### src/rtl/bcd_to_bin_seq.sv
// bcd_to_bin_seq: sequential BCD-string to signed binary converter.
// Horner evaluation, one nibble per clock, most-significant nibble first.
// Nibbles 0-9 are digits, 0xE is a minus sign, all other codes are blanks.
// Optional macro BCDTOBIN_SAT_EN: saturate bin_out on overflow instead of wrapping.
module bcd_to_bin_seq #(
  parameter int unsigned DIGITS = 4,
  parameter int unsigned OUT_W  = 11
) (
  input  logic                    clk,
  input  logic                    rst_n,
  input  logic                    in_valid,
  output logic                    in_ready,
  input  logic [DIGITS*4-1:0]     bcd_in,
  output logic                    out_valid,
  input  logic                    out_ready,
  output logic signed [OUT_W-1:0] bin_out,
  output logic                    ovf
);

  localparam int unsigned IDX_W = (DIGITS > 1) ? $clog2(DIGITS) : 1;
  localparam int unsigned NXT_W = OUT_W + 5;
  localparam logic [OUT_W-1:0] MAX_POS = {1'b0, {(OUT_W-1){1'b1}}};
  localparam logic [OUT_W-1:0] MIN_MAG = {1'b1, {(OUT_W-1){1'b0}}};

  typedef enum logic [1:0] {IDLE, CONV, DONE} state_t;

  state_t               state_q, state_d;
  logic [DIGITS*4-1:0]  bcd_q, bcd_d;
  logic [OUT_W-1:0]     mag_q, mag_d;
  logic                 neg_q, neg_d;
  logic                 ovf_stk_q, ovf_stk_d;
  logic [IDX_W-1:0]     idx_q, idx_d;
  logic                 in_ready_q, in_ready_d;
  logic                 out_valid_q, out_valid_d;
  logic [OUT_W-1:0]     bin_q, bin_d;
  logic                 ovf_q, ovf_d;

  logic [3:0]           nib;
  logic [3:0]           digit;
  logic [NXT_W-1:0]     nxt;
  logic [OUT_W-1:0]     mag_step;
  logic                 neg_step;
  logic                 stk_step;
  logic                 fin_ovf;
  logic [OUT_W-1:0]     fin_bin;

  // Horner step on the current nibble plus the result the last step would produce.
  // The result uses the post-step mag/neg/ovf_stk so the final nibble is included.
  always_comb begin
    nib = '0;
    for (int unsigned i = 0; i < DIGITS; i++) begin
      if (idx_q == IDX_W'(i)) nib = bcd_q[4*i +: 4];
    end
    digit    = (nib <= 4'd9) ? nib : 4'd0;
    nxt      = NXT_W'(mag_q) * NXT_W'(10) + NXT_W'(digit);
    mag_step = nxt[OUT_W-1:0];
    stk_step = ovf_stk_q | (nxt >= (NXT_W'(1) << OUT_W));
    neg_step = neg_q | (nib == 4'hE);
    fin_ovf  = stk_step | (!neg_step && (mag_step > MAX_POS))
                        | (neg_step && (mag_step > MIN_MAG));
    fin_bin  = neg_step ? (OUT_W'(0) - mag_step) : mag_step;
`ifdef BCDTOBIN_SAT_EN
    if (fin_ovf) fin_bin = neg_step ? MIN_MAG : MAX_POS;
`else
`endif
  end

  // Next-state and registered-output logic for the IDLE/CONV/DONE sequence.
  always_comb begin
    state_d     = state_q;
    bcd_d       = bcd_q;
    mag_d       = mag_q;
    neg_d       = neg_q;
    ovf_stk_d   = ovf_stk_q;
    idx_d       = idx_q;
    in_ready_d  = in_ready_q;
    out_valid_d = out_valid_q;
    bin_d       = bin_q;
    ovf_d       = ovf_q;
    case (state_q)
      IDLE: begin
        if (in_valid && in_ready_q) begin
          bcd_d      = bcd_in;
          mag_d      = '0;
          neg_d      = 1'b0;
          ovf_stk_d  = 1'b0;
          idx_d      = IDX_W'(DIGITS - 1);
          in_ready_d = 1'b0;
          state_d    = CONV;
        end
      end
      CONV: begin
        mag_d     = mag_step;
        neg_d     = neg_step;
        ovf_stk_d = stk_step;
        if (idx_q == '0) begin
          bin_d       = fin_bin;
          ovf_d       = fin_ovf;
          out_valid_d = 1'b1;
          state_d     = DONE;
        end else begin
          idx_d = idx_q - 1'b1;
        end
      end
      DONE: begin
        if (out_ready) begin
          out_valid_d = 1'b0;
          in_ready_d  = 1'b1;
          state_d     = IDLE;
        end
      end
      default: begin
        state_d     = IDLE;
        in_ready_d  = 1'b1;
        out_valid_d = 1'b0;
      end
    endcase
  end

  // State and output registers with synchronous active-low reset.
  always_ff @(posedge clk) begin
    if (!rst_n) begin
      state_q     <= IDLE;
      bcd_q       <= '0;
      mag_q       <= '0;
      neg_q       <= 1'b0;
      ovf_stk_q   <= 1'b0;
      idx_q       <= '0;
      in_ready_q  <= 1'b1;
      out_valid_q <= 1'b0;
      bin_q       <= '0;
      ovf_q       <= 1'b0;
    end else begin
      state_q     <= state_d;
      bcd_q       <= bcd_d;
      mag_q       <= mag_d;
      neg_q       <= neg_d;
      ovf_stk_q   <= ovf_stk_d;
      idx_q       <= idx_d;
      in_ready_q  <= in_ready_d;
      out_valid_q <= out_valid_d;
      bin_q       <= bin_d;
      ovf_q       <= ovf_d;
    end
  end

  assign in_ready  = in_ready_q;
  assign out_valid = out_valid_q;
  assign bin_out   = bin_q;
  assign ovf       = ovf_q;

endmodule

### config.mk
export PLATFORM = sky130hd
export DESIGN_NAME = bcd_to_bin_seq
export DESIGN_NICKNAME = d
export VERILOG_FILES = /design/src/rtl/bcd_to_bin_seq.sv
export SDC_FILE = /design/constraint.sdc
export NUM_CORES = 1
export LEC_CHECK = 0
export ABC_CLOCK_PERIOD_IN_PS = 5900
export CAP_MARGIN = 20
export CORE_MARGIN = 5
export CORE_UTILIZATION = 30
export CTS_CLUSTER_SIZE = 16
export DETAILED_ROUTE_END_ITERATION = 7
export MAX_ROUTING_LAYER = met4
export REMOVE_ABC_BUFFERS = 1
export SLEW_MARGIN = 25
export SYNTH_ARGS = -nofsm -noshare
export SYNTH_HDL_FRONTEND = slang
export SYNTH_SLANG_ARGS = --single-unit
### constraint.sdc
create_clock -name clk -period 5.9 [get_ports clk]
set_input_delay 0.59 -clock clk [delete_from_list [all_inputs] [get_ports clk]]
set_output_delay 0.59 -clock clk [all_outputs]
set_load 0.005 [all_outputs]
# After elaboration in Yosys (flattened, before gate mapping)
# Index checks and enable logic that the tools add are counted.
# word_totals
inputBits	20
output_inout_bits	14
register_bits	47
elab_cells	71
# classes
eq_ne	10
add_sub_neg	3
muxes	23
n_reduce_logical	14
n_lt_le_gt_ge	4
n_mul	1
n_bitwise	6
# op_table
op	n
2-to-1 mux 11 bit	2
case mux 11 bit (2 select lines)	1
2-to-1 mux 4 bit	5
adder 15 x 4 -> 16 bit	1
greater-or-equal comparator 16 x 12 -> 1 bit (second input constant)	1
multiplier 11 x 3 -> 14 bit (second input constant)	1
AND reduction 3 bit	4
> comparator 11 x 10 -> 1 bit (second input constant)	1
> comparator 11 bit (second input constant)	1
subtractor 1 x 11 -> 11 bit (first input constant)	1
2-to-1 mux 2 bit	5
!= test 2 bit (second input constant)	4
equality test 2 bit (second input constant)	3
case mux 1 bit (3 select lines)	2
case mux 2 bit (3 select lines)	1
AND reduction 2 bit	3
equality test 2 x 1 -> 1 bit (second input constant)	2
equality test 4 bit (second input constant)	1
<= comparator 4 bit (second input constant)	1
zero test 2 bit	2
2-to-1 mux 1 bit	4
OR 1 bit	4
case mux 1 bit (2 select lines)	2
case mux 2 bit (2 select lines)	1
other kinds (5)	8

# Depth between registers and ports, before layout
# Gate-level depths: netlist of run 1.
# logic_depth
word_depth	12
depth_mapped	17
mapped_depth_nobuf	15

# Least setup slack after synthesis of run 1
# Ideal clock, no wire load.
# synth_timing
path_type	reg2reg
startpoint	register idx_q[0]
endpoint	register ovf_q (netlist: ovf)
path_buffers	1
t_arrival_ns	3.264
setup_slack_ns	2.561
path_stages_with_launch	16
setup_ns	0.074
required_ns	5.826
synth_period_minus_slack_ns	3.339
path_cell_list	dfxtp_1 -> inv_1 -> ha_1 -> clkbuf_1 -> nand3b_1 -> a211oi_1 -> nor2b_1 -> ha_1 -> a211oi_2 -> or4_4 -> nor3_2 -> xor2_1 -> nand4_1 -> o211ai_1 -> a21oi_1 -> a31oi_1
# synth_between
elab_chain_cells	12
word_cells_on_any_way	23
cone_classes	add/sub (1); order compare (4); eq/ne (4); mux (5); bitwise (4); reduce/logical (5)
# synth_lines
element	line_no	source
start, declared	32	logic [IDX_W-1:0] idx_q, idx_d;
start signal, assigned	139	idx_q <= idx_d;
zero test 2 bit	52, 96	
2-to-1 mux 4 bit (4 in series)	52	if (idx_q == IDX_W'(i)) nib = bcd_q[4*i +: 4];
<= comparator 4 bit	54	digit = (nib <= 4'd9) ? nib : 4'd0;
2-to-1 mux 4 bit	54	
adder 15 x 4 -> 16 bit	55	nxt = NXT_W'(mag_q) * NXT_W'(10) + NXT_W'(digit);
greater-or-equal comparator 16 x 12 -> 1 bit / > comparator 11 x 10 -> 1 bit (equally long branches)	57, 59	
OR 1 bit / logical AND 1 bit (equally long branches)	57, 59	
OR 1 bit	59	fin_ovf = stk_step | (!neg_step && (mag_step > MAX_POS))
OR 1 bit	60	| (neg_step && (mag_step > MIN_MAG));
end signal, assigned	143	ovf_q <= ovf_d;
end, declared	36	logic ovf_q, ovf_d;
# Several ways; a longest one is shown, not always the timed one.
# A chain may end at the register's enable or synchronous reset.

# Final worst setup path of run 1
# Same ends and word-level chain as after synthesis.

==> metrics, run 1 <==
combinational power share 29.2%; adder-cell area share of the yosys netlist 12.3%; CP Max Fanout 8; worst hold path stage count 2; hold_buf cts 0; min Tclk post-route 3.86 ns; FF-to-FF End ovf$_SDFFE_PN0P_; final wirelength 6860 microns; diode count 0; total core area 10200 sq um; RSZ-0062 raised after global routing false; sequential-to-total area share from yosys stat 30.6%; Post-synth EDFFs 0; CTS max path bufs 2; CTS root buffer clkbuf_8; Post-CTS Resized 0; DR WL/cell 13.0 microns; DIE WIDTH 111 microns; Clk network pwr share 25.1%; hold endpoint bin_out[8]$_SDFFE_PN0P_; switching part of the total 33.3%; Async S/R FF share, synth 0%; synth top area cells dfxtp_1 31%, ha_1 11%, nand2_1 7.2%, a21boi_0 5.4%, o21ai_0 3.4%; num ports 34; Tot Pwr 773 uW; mean post-synth cell area 8.32 sq um; vias per cell 4.98; NetSw 257 uW; Synthesis Warnings 0; xor/xnor share of the synthesized area 5.12%; post-DP HPWL 5290 microns; mux share of post-synthesis cell area 0.651%; clk slew on worst S/H paths 0.09 ns; Core Rows 37; status finished, final reports clean; Synth Flop Type dfxtp_1; Cells after Synth 370; Tot GR Track Use 11.5%; DR WL met2 3210 microns; setup TNS 0 ns; total vias in the final route 2627; drt first-iter violations 86; mapped cell area 3080 sq um; CP required 6.14 ns; Met1 Routed Length 3400 microns; crit path launch type flop; leakage 0.00145 uW; share of the synthesized area in the top cell type 30.6%; Critical Path AT 4.11 ns; Rel. slew slack 38.9%; Initial Utilization 30.2%; max_cap viols 0; Tcrit/Tclk final 65.5%; Synth Area in Compound Gates 22.9%; Reg2Reg Depth 15; worst path cell trace inv_1, ha_1, nor3b_1, a211oi_1, inv_1, nor2_1, ha_1, o21ai_0, nor2_1, or2_1, nor4b_1, nand4_1, o211ai_1, a21oi_1, a31oi_1; startpoint of the worst hold path bin_out[8]$_SDFFE_PN0P_; Internal 515 uW; routability cong. 0.853; antenna violations before repair 0; largest net degree at the start of global routing 49; largest family of logic cells by synthesized area simple AND/OR/NAND/NOR gates; Final Hold Viols 0; reg2reg start idx_q[0]$_SDFFE_PN0P_; Cell variety after synth 53; Layout Nets 441; met3 routed WL 205 microns; Final ANT Viol Nets 0; share of cells above drive strength 1 6.63%; maximum VDD drop 0.102 mV; DR DRC count 0; CP max stage delay 0.52 ns; full die area 12400 sq um; number of global-route vias before repair 2540; TritonRoute pass-1 iters 4; Die Ht 111 microns; hold crit path type flop to flop; WHS 0.477 ns; Setup CP Type flop to flop; R2R setup slack 2.04 ns; largest area contributor in the netlist dfxtp_1; area grow syn2layout 17.1%; Flop pwr share 45.6%; power per cell area 214 nW/um^2; fin. max-slew vios 0; Worst-Margin Slew 0.912 ns; endpoint class of the critical path flop; uppermost layer routed met4; setup violators final 0; clk_lat worst skew 0.31 ns; TritonCTS clock tree built; Num CTS Buffers 5; clk_skew 0.00496 ns; fmax 259 MHz; Sink Count 47; Critical-path top delay cell a211oi_1; # port buffers 33; Overflow after GRT 0; Synth Register Bits 47; maximum level of the CTS H-tree 2; Post-Synth Simple-Gate Area 25.0%; first-pass GRT wire length 11900 microns; Post-CTS Setup Bufs 0
## how the worst max path moves through the flow
stage	to	start
detailed placement	ovf$_SDFFE_PN0P_	idx_q[0]$_SDFFE_PN0P_
CTS	ovf$_SDFFE_PN0P_	idx_q[0]$_SDFFE_PN0P_
global route	ovf$_SDFFE_PN0P_	idx_q[0]$_SDFFE_PN0P_
global placement	ovf$_SDFFE_PN0P_	idx_q[0]$_SDFFE_PN0P_
floorplan	ovf$_SDFFE_PN0P_	idx_q[0]$_SDFFE_PN0P_
finish	ovf$_SDFFE_PN0P_	idx_q[0]$_SDFFE_PN0P_
## power by group through the flow
stage | Clock [uW] | Sequential, uW | Combinational, uW
finish | 194 | 353 | 226
global route | 212 | 356 | 255
CTS | 198 | 353 | 226
detailed placement | 0 | 360 | 224
global placement | 0 | 360 | 221
floorplan | 0 | 357 | 154
## flip-flops by register name, summed over array words and instances, names as in the netlist
name       count
state_q        2
out_valid      1
bcd_q         16
neg_q          1
bin_out       11
ovf_stk_q      1
ovf            1
in_ready       1
idx_q          2
mag_q         11
## cell type report
class                   count  area [sq um]
multi-input cells         296          2040
repair buffers             34           338
flip-flops and latches     47           941
well taps                 136           170
clock inverters             2          13.8
clock buffers               5          68.8
fillers                  1099          6580
inverters                   8          30.0
## synthesized netlist by cell type (all sizes together), types with 4 or more instances
cell type and count:
o211a 6, o21a 4, xor2 6, nor2b 9, o31ai 4, o21ai 21
a21oi 11, nand3 14, a211oi 9, a31oi 7, a21boi 22, or3 5
nor2 12, ha 27, nand2 59, and2 16, nor3b 7, dfxtp 47
nor3 4, clkbuf 17, inv 8, or2 5, xnor2 12
## cell usage in the layout (no fill, tap or decap), drive strengths merged, types with 5 or more instances in the layout
| cell type | instances |
|---|---|
| or3 | 5 |
| xnor2 | 12 |
| ha | 27 |
| nor2 | 12 |
| dfxtp | 47 |
| clkdlybuf4s50 | 33 |
| inv | 8 |
| nor2b | 9 |
| nor3b | 7 |
| nand2 | 59 |
| o211a | 6 |
| clkbuf | 5 |
| a31oi | 7 |
| a211oi | 9 |
| and2 | 16 |
| a21boi | 22 |
| nand3 | 14 |
| a21oi | 11 |
| o21ai | 21 |
| or2 | 5 |
| xor2 | 6 |
## per-stage QoR
stage,util (%),worst slack (ns),instances,cell area [sq um]
2_1_floorplan,-,2.57,351,3000
3_3_place_gp,34.5,2.29,521,3510
3_5_place_dp,34.5,2.13,521,3510
4_1_cts,35.3,2.09,528,3600
5_1_grt,35.4,1.59,528,3600
6_report,35.4,2.04,528,3600
## metal layers
metal / global-route usage [%] / vias up
li1: - / 1349
met1: 14.9 / 1231
met2: 18.9 / 40
met3: 2.35 / 7
met4: 1.95 / 0
met5: - / -
## cell families after synthesis
kind of cell,count (synthesis)
DFF,47
and+or+nand+nor,148
buffers and inverters,27
xor gates and xnor gates,18
adders and majority gates,29
AOI/OAI and AO/OA,99
muxes,2
## worst max-delay path: cells and delay by family (launching register included)
kind / cells / cell delay, ns
simple gates: 6 / 1.27
buf+inv: 2 / 0.18
flops: 1 / 0.40
compound gates: 5 / 1.37
fa+ha+maj: 2 / 0.57
Power figures use the tool's default switching activity.
==> run 2, diff against run 1 <==
Settings changed: ABC_CLOCK_PERIOD_IN_PS 5900 to 3700.
Clock period 5.9 ns to 3.7 ns, I/O delays scaled along.
==> metrics, run 2 (synthesized netlist as in run 1, its figures left out) <==
hold crit path type flop to flop (unchanged); Largest Register bcd_q (unchanged); Layout Nets 449 (was 441); diode count 0 (unchanged); clk slew on worst S/H paths 0.10 ns (was 0.09 ns); clk_skew 0.00778 ns (was 0.00496 ns); maximum VDD drop 0.188 mV (was 0.102 mV); CP Max Fanout 8 (unchanged); fin. max-slew vios 0 (unchanged); Setup CP Type flop to flop (unchanged); CP max stage delay 0.61 ns (was 0.52 ns); post-DP HPWL 5450 microns (was 5290 microns); Largest register FFs 16 (unchanged); full die area 12400 sq um (unchanged); Final ANT Viol Nets 0 (unchanged); share of cells above drive strength 1 13.0% (was 6.63%); # port buffers 33 (unchanged); endpoint class of the critical path flop (unchanged); final wirelength 7020 microns (was 6860 microns); maximum level of the CTS H-tree 2 (unchanged); max_cap viols 0 (unchanged); power per cell area 344 nW/um^2 (was 214 nW/um^2); Tcrit/Tclk final 92.1% (was 65.5%); commonest non-fill, non-tap cell in the layout nand2_1 (unchanged); fill count 1045 (was 1099); CTS max path bufs 2 (unchanged); most frequent cells in the layout 59 x nand2_1, 45 x dfxtp_1, 33 x clkdlybuf4s50_1 (was 59 x nand2_1, 47 x dfxtp_1, 33 x clkdlybuf4s50_1); Overflow after GRT 0 (unchanged); DR WL/cell 13.1 microns (was 13.0 microns); leakage 0.00150 uW (was 0.00145 uW); CTS root buffer clkbuf_8 (unchanged); Rel. slew slack 39.6% (was 38.9%); area grow syn2layout 21.7% (was 17.1%); startpoint of the worst hold path bcd_q[7]$_SDFFE_PN0P_ (was bin_out[8]$_SDFFE_PN0P_); crit path launch type flop (unchanged); Tot Pwr 1290 uW (was 773 uW); number of global-route vias before repair 2638 (was 2540); RSZ-0062 raised after global routing false (unchanged); reg2reg start idx_q[1]$_SDFFE_PN0P_ (was idx_q[0]$_SDFFE_PN0P_); first-pass GRT wire length 12200 microns (was 11900 microns); Final Hold Viols 0 (unchanged); antenna violations before repair 0 (unchanged); drt first-iter violations 114 (was 86); total vias in the final route 2640 (was 2627); Initial Utilization 30.2% (unchanged); routability cong. 0.823 (was 0.853); total core area 10200 sq um (unchanged); min Tclk post-route 3.41 ns (was 3.86 ns); Tot GR Track Use 11.9% (was 11.5%); Worst Path Buf+Inv 2 (unchanged); setup TNS 0 ns (unchanged); vias per cell 4.92 (was 4.98); worst path cell trace inv_1, ha_2, nand3b_1, a211oi_1, buf_4, nor2b_1, ha_1, fa_2, nand2_1, or3_1, nor4b_1, nand4_1, o211ai_1, a21oi_1, a31oi_1 (was inv_1, ha_1, nor3b_1, a211oi_1, inv_1, nor2_1, ha_1, o21ai_0, nor2_1, or2_1, nor4b_1, nand4_1, o211ai_1, a21oi_1, a31oi_1); TritonCTS clock tree built (unchanged); TritonRoute pass-1 iters 4 (unchanged); delay-heaviest family, CP adder cells (was compound AO/OA/AOI/OAI gates); status finished, final reports clean (unchanged); Worst-Margin Slew 0.903 ns (was 0.912 ns); DIE WIDTH 111 microns (unchanged); Critical-path top delay cell fa_2 (was a211oi_1); Die Ht 111 microns (unchanged); num ports 34 (unchanged); Num CTS Buffers 5 (unchanged); Core Rows 37 (unchanged); setup violators final 0 (unchanged); largest net degree at the start of global routing 31 (was 49); Critical Path AT 3.65 ns (was 4.11 ns); DR DRC count 0 (unchanged); fmax 294 MHz (was 259 MHz); clk_lat worst skew 0.31 ns (about the same); Worst Setup SP idx_q[1]$_SDFFE_PN0P_ (was idx_q[0]$_SDFFE_PN0P_); CP required 3.95 ns (was 6.14 ns); Sink Count 47 (unchanged)
## run 2: through the flow
stage | std cells | worst slack, ns | area, sq um | hold WS [ns] | util, %
floorplan | 351 | 0.373 | 3000 | 0.443 | -
global placement | 529 | 0.211 | 3570 | 0.465 | 35.1
detailed placement | 529 | 0.112 | 3570 | 0.468 | 35.1
CTS | 537 | 0.0792 | 3660 | 0.482 | 36.0
global route | 537 | 0.0193 | 3740 | 0.513 | 36.8
finish | 537 | 0.294 | 3740 | 0.481 | 36.8
## run 2: final cells by class
class	instances	area (sq um)	area share [%]
multi-input combinational	296	2110	56.4
sequential	47	943	25.2
timing repair buffer	42	398	10.6
tap	136	170	4.55
clock buffer	5	68.8	1.84
inverter	8	30.0	0.802
clock inverter	3	22.5	0.602
## run 2: metal layers
layer,vias to the layer above,GRT usage (%),part of all wire [%]
li1,1376,-,-
met1,1218,15.0,49
met2,39,19.5,47
met3,7,2.13,2.7
met4,0,3.33,1.2
met5,-,-,0
## run 2: path summary, 6_finish.rpt
path / endpoint / slack, ns / cells past startpoint
setup / recovery: ovf$_SDFFE_PN0P_ / 0.29 / 15
hold / removal: bcd_q[7]$_SDFFE_PN0P_ / 0.48 / 2
setup reg to reg: ovf$_SDFFE_PN0P_ / 0.29 / 15
hold reg to reg: bcd_q[7]$_SDFFE_PN0P_ / 0.48 / 2
## run 2: timing repair
action / in CTS / in global routing
resized for setup: 0 / 21
hold buffers: 0 / 0
setup buffers: 0 / 0
endpoints found under the setup margin: 0 / 11
## run 2: power breakdown
| group | switching, uW | total, uW | internal, uW |
|---|---|---|---|
| Sequential | 24.8 | 564 | 539 |
| Combinational | 219 | 395 | 176 |
| Clock | 193 | 330 | 137 |
## run 2: worst min-delay path, delay by kind of cell (launching register included)
kind | cells | cell delay, ns
AOI/OAI and AO/OA | 1 | 0.07
and+or+nand+nor | 1 | 0.05
DFF | 1 | 0.32
